===== config.mk =====
export PLATFORM = sky130hd
export DESIGN_NAME = crc_lut_seq_flat
export DESIGN_NICKNAME = d
export VERILOG_FILES = /design/src/rtl/crc_lut_pkg.sv /design/src/rtl/crc_lut_seq_if.sv /design/src/rtl/crc_lut_seq.sv /design/src/flat_wrapper.sv
export SDC_FILE = /design/constraint.sdc
export NUM_CORES = 1
export LEC_CHECK = 0
export ABC_AREA = 1
export BUFFER_PORTS_ARGS = -buffer_cell sky130_fd_sc_hd__buf_2
export CAP_MARGIN = 15
export CORE_ASPECT_RATIO = 1.4
export CORE_UTILIZATION = 54
export CTS_BUF_LIST = sky130_fd_sc_hd__clkbuf_2
export DETAILED_ROUTE_END_ITERATION = 7
export PLACE_DENSITY = 0.82
export SKIP_CTS_REPAIR_TIMING = 1
export SYNTH_ARGS = -nofsm -noshare
export SYNTH_HDL_FRONTEND = slang
export SYNTH_SLANG_ARGS = --single-unit

===== constraint.sdc =====
create_clock -name clk -period 2.4 [get_ports clk]
set_input_delay 0.12 -clock clk [delete_from_list [all_inputs] [get_ports clk]]
set_output_delay 0.12 -clock clk [all_outputs]
set_load 0.01 [all_outputs]

===== src/rtl/crc_lut_pkg.sv =====
// Shared types and constants for the byte-serial CRC table sequencer.
package crc_lut_pkg;

  localparam int CRC_W     = 32;
  localparam int TAB_IDX_W = 8;

  localparam logic [CRC_W-1:0] DEF_INIT   = 32'hFFFF_FFFF;
  localparam logic [CRC_W-1:0] DEF_XOROUT = 32'hFFFF_FFFF;

  typedef enum logic [1:0] {
    IDLE = 2'd0,
    RUN  = 2'd1,
    DONE = 2'd2
  } state_t;

endpackage


===== src/rtl/crc_lut_seq_if.sv =====
// Word input stream and CRC result stream of the sequencer, bundled as one interface.
interface crc_lut_seq_if;
  import crc_lut_pkg::*;

  logic             in_valid;
  logic             in_ready;
  logic [CRC_W-1:0] in_data;
  logic             in_last;
  logic [2:0]       in_nbytes;
  logic             crc_valid;
  logic             crc_ready;
  logic [CRC_W-1:0] crc_out;

  modport master (
    output in_valid, in_data, in_last, in_nbytes, crc_ready,
    input  in_ready, crc_valid, crc_out
  );

  modport slave (
    input  in_valid, in_data, in_last, in_nbytes, crc_ready,
    output in_ready, crc_valid, crc_out
  );

endinterface


===== src/rtl/crc_lut_seq.sv =====
// Byte-serial CRC sequencer: one lookup per byte into an external 256x32 table.
// Build option: define CRC_XOROUT_EN to XOR XOROUT into the final CRC.
module crc_lut_seq
  import crc_lut_pkg::*;
#(
  parameter logic [CRC_W-1:0] INIT   = DEF_INIT,
  parameter logic [CRC_W-1:0] XOROUT = DEF_XOROUT
) (
  input  logic             clk,
  input  logic             rst,
  crc_lut_seq_if.slave     bus,
  output logic [CRC_W-1:0] tab_addr,
  input  logic [CRC_W-1:0] tab_rdata,
  output logic             busy
);

`ifdef CRC_XOROUT_EN
  localparam bit XOR_EN = 1'b1;
`else
  localparam bit XOR_EN = 1'b0;
`endif
  localparam logic [CRC_W-1:0] XOR_MASK = XOR_EN ? XOROUT : '0;

  state_t                 state, state_nx;
  logic [CRC_W-1:0]       crc_q, crc_nx, crc_out_q, word_q;
  logic                   last_q;
  logic [2:0]             nb_q;
  logic [1:0]             byte_idx;
  logic [TAB_IDX_W-1:0]   byte_sel, tab_idx;
  logic                   last_byte, accept, finish;

  function automatic logic [CRC_W-1:0] finalize(input logic [CRC_W-1:0] c);
    return c ^ XOR_MASK;
  endfunction

  // Non-last words always carry four bytes; out-of-range counts fall back to four.
  function automatic logic [2:0] norm_nbytes(input logic last, input logic [2:0] nb);
    if (!last || nb == 3'd0 || nb > 3'd4) return 3'd4;
    return nb;
  endfunction

  always_comb begin
    case (byte_idx)
      2'd0:    byte_sel = word_q[31:24];
      2'd1:    byte_sel = word_q[23:16];
      2'd2:    byte_sel = word_q[15:8];
      default: byte_sel = word_q[7:0];
    endcase
  end

  assign tab_idx   = crc_q[CRC_W-1 -: TAB_IDX_W] ^ byte_sel;
  assign crc_nx    = {crc_q[CRC_W-TAB_IDX_W-1:0], {TAB_IDX_W{1'b0}}} ^ tab_rdata;
  assign last_byte = ({1'b0, byte_idx} == nb_q - 3'd1);
  assign accept    = (state == IDLE) && bus.in_valid;
  assign finish    = (state == RUN) && last_byte;

  always_ff @(posedge clk or posedge rst) begin
    if (rst) state <= IDLE;
    else     state <= state_nx;
  end

  always_comb begin
    state_nx = state;
    case (state)
      IDLE:    if (bus.in_valid) state_nx = RUN;
      RUN:     if (last_byte)    state_nx = last_q ? DONE : IDLE;
      DONE:    if (bus.crc_ready) state_nx = IDLE;
      default: state_nx = IDLE;
    endcase
  end

  always_comb begin
    bus.in_ready  = (state == IDLE);
    bus.crc_valid = (state == DONE);
    busy          = (state != IDLE);
    tab_addr      = '0;
    if (state == RUN) tab_addr = {{(CRC_W-TAB_IDX_W){1'b0}}, tab_idx};
  end

  assign bus.crc_out = crc_out_q;

  // crc_q carries across words of a frame and reloads INIT once the result is captured.
  always_ff @(posedge clk or posedge rst) begin
    if (rst) begin
      crc_q     <= INIT;
      crc_out_q <= '0;
      byte_idx  <= 2'd0;
      last_q    <= 1'b0;
      nb_q      <= 3'd4;
    end else begin
      if (accept) begin
        byte_idx <= 2'd0;
        last_q   <= bus.in_last;
        nb_q     <= norm_nbytes(bus.in_last, bus.in_nbytes);
      end else if (state == RUN) begin
        if (finish && last_q) begin
          crc_q     <= INIT;
          crc_out_q <= finalize(crc_nx);
        end else begin
          crc_q <= crc_nx;
        end
        if (!last_byte) byte_idx <= byte_idx + 2'd1;
      end
    end
  end

  always_ff @(posedge clk) begin
    if (accept) word_q <= bus.in_data;
  end

endmodule

===== src/flat_wrapper.sv =====
// flat-port wrapper written by rule: the top's interface ports become plain ports
module crc_lut_seq_flat import crc_lut_pkg::*;
#(
  parameter logic [CRC_W-1:0] INIT   = DEF_INIT,
  parameter logic [CRC_W-1:0] XOROUT = DEF_XOROUT
)
  (clk, rst, tab_addr, tab_rdata, busy, bus_in_valid, bus_in_data, bus_in_last, bus_in_nbytes, bus_crc_ready, bus_in_ready, bus_crc_valid, bus_crc_out);
  crc_lut_seq_if bus_i ();
  input  logic clk;
  input  logic rst;
  output logic [CRC_W-1:0] tab_addr;
  input  logic [CRC_W-1:0] tab_rdata;
  output logic busy;
  input wire logic [$bits(bus_i.in_valid)-1:0] bus_in_valid;
  input wire logic [$bits(bus_i.in_data)-1:0] bus_in_data;
  input wire logic [$bits(bus_i.in_last)-1:0] bus_in_last;
  input wire logic [$bits(bus_i.in_nbytes)-1:0] bus_in_nbytes;
  input wire logic [$bits(bus_i.crc_ready)-1:0] bus_crc_ready;
  output wire logic [$bits(bus_i.in_ready)-1:0] bus_in_ready;
  output wire logic [$bits(bus_i.crc_valid)-1:0] bus_crc_valid;
  output wire logic [$bits(bus_i.crc_out)-1:0] bus_crc_out;
  assign bus_i.in_valid = bus_in_valid;
  assign bus_i.in_data = bus_in_data;
  assign bus_i.in_last = bus_in_last;
  assign bus_i.in_nbytes = bus_in_nbytes;
  assign bus_i.crc_ready = bus_crc_ready;
  assign bus_in_ready = bus_i.in_ready;
  assign bus_crc_valid = bus_i.crc_valid;
  assign bus_crc_out = bus_i.crc_out;
  crc_lut_seq #(.INIT(INIT), .XOROUT(XOROUT)) u_core (.clk(clk), .rst(rst), .bus(bus_i), .tab_addr(tab_addr), .tab_rdata(tab_rdata), .busy(busy));
endmodule

; ---- Yosys cells after proc, flatten, opt, wreduce, memory -nomap -nowiden
; Index checks and enable logic that the tools add are counted.
[op_classes]
add_sub_neg = 2
n_reduce_logical = 15
magnitude_cmp = 1
muxes = 15
bitwise = 3
eq_ne = 9
[ops]
columns = cell, n
row1 = $mux 32, 1
row2 = $xor 32x32->32, 1
row3 = $pmux 8 s3, 1
row4 = $mux 2, 7
row5 = $mux 8, 1
row6 = $xor 8x8->8, 1
row7 = $mux 3, 2
row8 = $ne 2x2->1 const B, 3
row9 = $pmux 2 s3, 1
row10 = $reduce_and 3->1, 2
row11 = $eq 2x1->1 const B, 2
row12 = $eq 2x2->1 const B, 2
row13 = $logic_not 2->1, 2
row14 = $reduce_and 2->1, 2
row15 = $reduce_bool 2->1, 2
row16 = $eq 2x3->1, 1
row17 = $gt 3x3->1 const B, 1
row18 = $logic_and 1x1->1, 3
row19 = $logic_not 3->1, 1
row20 = $sub 3x1->3 const B, 1
row21 = $add 2x1->2 const B, 1
row22 = $logic_or 1x1->1, 2
row23 = $mux 1, 2
row24 = $ne 2x1->1 const B, 1
row25 = 2 further kinds, 2
[word_totals]
out_inout_bits = 67
inputBits = 72
ff_bits = 104

; ---- Logic depth before layout (Yosys ltp)
[logic_depth]
word_depth = 6
mapped_depth = 12
mapped_depth_nobuf = 9

; ---- Worst setup path before layout
; OpenSTA, ideal clock, no wires.
[synth_timing]
path_type = register to register
startpoint = register u_core.state[0]
endpoint = register u_core.word_q[0] (enable)
setup_slack_ns = 0.439
t_arrival_ns = 1.572
setup_time_ns = 0.389
synth_period_minus_slack_ns = 1.961
path_stages_with_launch = 4
path_cell_list = dfrtp_1 > nor2_1 > nand2_1 > inv_1
[synth_between]
elab_chain_len = 2
[synth_rtl]
columns = item, line_no
row1 = "start, declared", crc_lut_seq.sv:24  ; state_t state, state_nx;
row2 = "start signal, assigned", crc_lut_seq.sv:59  ; else state <= state_nx;
row3 = $logic_not 2->1, -
row4 = named net bus_in_ready, flat_wrapper.sv:19  ; output wire logic [$bits(bus_i.in_ready)-1:0] bus_in_ready;
row5 = $logic_and 1x1->1, crc_lut_seq.sv:54  ; assign accept = (state == IDLE) && bus.in_valid;
row6 = named net u_core.accept, crc_lut_seq.sv:30  ; logic last_byte, accept, finish;
row7 = "end signal, assigned", crc_lut_seq.sv:108  ; if (accept) word_q <= bus.in_data;
row8 = "end, declared", crc_lut_seq.sv:25  ; logic [CRC_W-1:0] crc_q, crc_nx, crc_out_q, word_q;
; The timed path passes the listed nets, and every way through them passes these cells.
; A chain may end at the register's enable or synchronous reset.

; ---- Worst setup path in the final report
[layout_timing]
startpoint = register u_core.state[1]
endpoint = output tab_addr[2]
[layout_between]
elab_chain_len = 2
[layout_rtl]
columns = item, line_no
row1 = $eq 2x1->1, crc_lut_seq.sv:77  ; if (state == RUN) tab_addr = {{(CRC_W-TAB_IDX_W){1'b0}}, tab_idx};
row2 = $mux 8, crc_lut_seq.sv:77
row3 = "end, declared", flat_wrapper.sv:11  ; output logic [CRC_W-1:0] tab_addr;
; Every way passes these cells.

==> results <==
- The run finished with clean final reports.
- The mapped netlist covers 4930 um^2.
- The total routing usage reported by global routing is 0.241.
- The number of antenna violations at the first check in global routing is 0.
- The via count of the first global-routing pass is 3740.
- Of the total power, the share spent switching nets is 0.447.
- 0 antenna diodes ended up in the layout.
- Setup violations remaining at the end of the flow were counted as 0.
- The H-tree depth is 3.
- The class of the tightest hold or removal check is in -> async.
- The core region is 8710 um^2.
- The number of instances in the synthesized netlist is 520.
- The proportion of synthesized flip-flops having asynchronous set or reset is 0.692.
- The critical path start-end classification is reg -> out.
- CTS placed an instance of sky130_fd_sc_hd__clkbuf_2 at the clock tree root.
- Sorting the synthesized cells by how often they occur yields sky130_fd_sc_hd__nand2_1 (169), sky130_fd_sc_hd__nand3_1 (45), sky130_fd_sc_hd__dfrtp_1 (39).
- After detailed placement, the total cell area comes to 5470 um^2.
- The die is 115 um tall.
- Counting along the longest clock path gives a buffer depth of 2.
- Timing analysis after detailed placement gives a worst setup slack of 0.639 ns.
- The first global-routing pass estimated 17200 um of wire.
- The type of element capturing the critical path is an output port.
- STA classifies the critical path startpoint as a flip-flop.
- Yosys printed 0 warnings.
- The growth of design area from synthesis to finish is 28.0%.
- At the later pin of the worst-skew pair, clock insertion delay measures 0.56 ns.
- The number of clock sinks is 104.
- The CTS tree is done.
- The number of nets still failing antenna checks after routing is 0.
- The worst slew margin relative to its limit is 0.565.
- The setup slack after layout is 0.0955 ns.
- After synthesis, the cell types taking the most area are sky130_fd_sc_hd__dfrtp_1 (20%), sky130_fd_sc_hd__edfxtp_1 (19%), sky130_fd_sc_hd__dfstp_2 (18%), sky130_fd_sc_hd__nand2_1 (13%), sky130_fd_sc_hd__nand3_1 (4.6%).
- Entering global routing, the biggest net connects 66 pins.
- Counting both buffers and inverters, the worst setup path holds a total of 3.
- The final wirelength is 13000 um.
- The portion of the clock cycle consumed by the worst path in the final layout is 0.960.
- Summed over all nets, the half-perimeter wirelength after detailed placement is 7780 um.
- The global route total overflow is 0.
- The most common flop cell mapped by yosys is sky130_fd_sc_hd__dfrtp_1.
- The share of layout cells above drive strength 1 is 0.275.
- The clock arrives with 0.0237 ns of skew.
- Yosys mapped a number of flops with a built-in enable equal to 32.
- After detailed routing, the average wire length per cell comes to 16.1 um.
- For this run, the detailed router's first-pass iteration total came to 5.
- Of the synthesized area, sequential elements account for 0.569.
- The flop and latch count out of synthesis is 104.
- The remaining routing DRC violations is 0.
- The worst IR drop on VDD is 0.812 mV.
- The maximum fanout along the worst path is 19.
- The top cell type's share of synthesized area is 0.198.
- After layout, the minimum clock period comes to 2.30 ns.
- The count of boundary I/O pins is 139.
- The number of filler cells placed in the layout is 624.
- The kind of cell adding the most delay to the critical path is buffers and inverters.
- Timing would allow up to 434 MHz.
- The routed via count divided by cell count is 5.35.
- The CTS buffer count is 9.
- The number of port buffers is 114.
- At the worst endpoint, the arrival time is 2.18 ns.
- The number of violations reported at the end of detailed-routing iteration 0 is 341.
- The number of hold violations in the final report came to 0.
- After routing the design area is 6310 um^2.
- The aggregate negative setup slack is 0 ns.
- The combinational share of power is 0.489.
- The analysis attributes to cell leakage a power of 3.06 nW.
- The largest individual stage delay along the critical path comes from the cell sky130_fd_sc_hd__clkinv_1.
- Walking the worst path, the cells encountered are inv_1 -> nand2_2 -> clkinv_1 -> nand2_1 -> nor2_1 -> buf_2.
- The weighted congestion at the end of routability-driven global placement is 0.824.
- Dividing total power by cell area gives a power density of 1240 nW/um^2.
- The synthesized netlist contains 28 unique library cells.
- The mean instance size in the synthesized netlist is 9.48 um^2.
- The tightest hold path in the finished design has a slack of 0.145 ns.
- The slew at the pin closest to its max-slew limit is 0.651 ns.
- The initialized floorplan defines 40 standard-cell rows.
- For this run, the post-layout net count is 777.
- The post-route core utilization is 0.724.
- The internal power contribution is 4.31 mW.
- For this block, the via count after detailed routing is 4335.
- The initial utilization of the core area, before any placement, comes to 0.566.
- The share of total power dissipated in the clock network is 0.088.
- The die area is 9520 um^2.
- The switching power of the nets is 3.49 mW.
- The horizontal extent of the die is 82.7 um.
- By instance count, the leading cell after synthesis is sky130_fd_sc_hd__nand2_1.
- The data required time at the worst endpoint is 2.28 ns.
- The share of total power in sequential cells is 0.423.
- The stage delay of the slowest cell on the critical path is 0.49 ns.
- After clock tree synthesis, the clock-pin slew on the worst setup and hold paths is 0.26 ns.
- The max-slew violation count is 0.
- The number of violations of the max-capacitance limit is 0.
- Of all cell types, the one taking the most synthesized area is sky130_fd_sc_hd__dfrtp_1.
[area by class of cell]
class / count / area [um^2] / area share
flip-flops and latches: 104 / 2810 / 0.445
multi-input cells: 358 / 1770 / 0.281
repair buffers: 198 / 1410 / 0.224
well taps: 105 / 131 / 0.0208
inverters: 29 / 109 / 0.0173
clock buffers: 11 / 55.1 / 0.00873
clock inverters: 5 / 23.8 / 0.00377
[per-layer routing]
| layer | vias up | track usage | wire [um] |
|---|---|---|---|
| met5 | - | 0 | 0 |
| met4 | 0 | 0.0805 | 456 |
| met3 | 42 | 0.0437 | 680 |
| met2 | 207 | 0.419 | 7130 |
| met1 | 2081 | 0.299 | 4790 |
| li1 | 2005 | - | - |
[kinds of logic (layout without fill, tap and decap cells)]
| group | count (synthesis) | count (layout) | share of synthesized area |
|---|---|---|---|
| other cells | 1 | 24 | 0.000761 |
| xor+xnor | 25 | 25 | 0.0460 |
| flops | 104 | 104 | 0.569 |
| fa+ha+maj | 5 | 5 | 0.0127 |
| buf+inv | 81 | 243 | 0.0955 |
| compound gates | 21 | 21 | 0.0218 |
| simple gates | 283 | 283 | 0.254 |
[cell usage in the layout, fill, tap and decap left out, types with 2 or more instances in the layout]
cell	count
sky130_fd_sc_hd__dfrtp_2	2
sky130_fd_sc_hd__edfxtp_1	32
sky130_fd_sc_hd__dlygate4sd3_1	74
sky130_fd_sc_hd__nand4_1	35
sky130_fd_sc_hd__a21oi_1	16
sky130_fd_sc_hd__inv_1	24
sky130_fd_sc_hd__nand2_1	169
sky130_fd_sc_hd__buf_12	2
sky130_fd_sc_hd__ha_2	3
sky130_fd_sc_hd__xor2_1	24
sky130_fd_sc_hd__inv_2	4
sky130_fd_sc_hd__clkbuf_2	11
sky130_fd_sc_hd__nor2_1	19
sky130_fd_sc_hd__nand2_2	11
sky130_fd_sc_hd__conb_1	24
sky130_fd_sc_hd__buf_2	114
sky130_fd_sc_hd__buf_4	8
sky130_fd_sc_hd__nand3_1	45
sky130_fd_sc_hd__clkinv_1	4
sky130_fd_sc_hd__dfstp_2	33
sky130_fd_sc_hd__o21ai_0	4
sky130_fd_sc_hd__dfrtp_1	37
[tightest hold or removal path, delay by kind of cell]
kind                   cells  cell delay (ns)
buffers and inverters      3             1.12
[registers in the layout (all words and copies together) (netlist names)]
name and flops:
u_core.word_q 32, u_core.bus.crc_out 32, u_core.last_q 1, u_core.nb_q 3, u_core.state 2, u_core.byte_idx 2, u_core.crc_q 32
[final timing paths]
path	startpoint	endpoint	slack [ns]	depth (start not counted)
max in group asynchronous	rst	u_core.crc_q[22]	1.53	4
worst max register to register	u_core.nb_q[0]	u_core.bus.crc_out[23]	0.54	9
min in group clk	bus_in_data[17]	u_core.word_q[17]	0.23	2
worst min-delay path	rst	u_core.bus.crc_out[7]	0.14	3
worst min register to register	u_core.bus.crc_out[29]	u_core.bus.crc_out[29]	0.51	2
worst max-delay path	u_core.state[1]	tab_addr[2]	0.1	6
[through the flow]
stage	cells	total power [mW]
detailed placement	720	6.86
finish	810	7.80
CTS	736	7.52
global placement	720	6.67
floorplan	543	5.69
global route	810	8.39
[power groups by stage]
stage,Clock (mW),Combinational [mW],Sequential [mW]
6_report,0.687,3.82,3.30
3_5_place_dp,0,3.57,3.29
2_1_floorplan,0,2.38,3.31
4_1_cts,0.687,3.58,3.26
5_1_grt,0.757,4.27,3.36
3_3_place_gp,0,3.42,3.25
(Power assumes the default switching activity.)
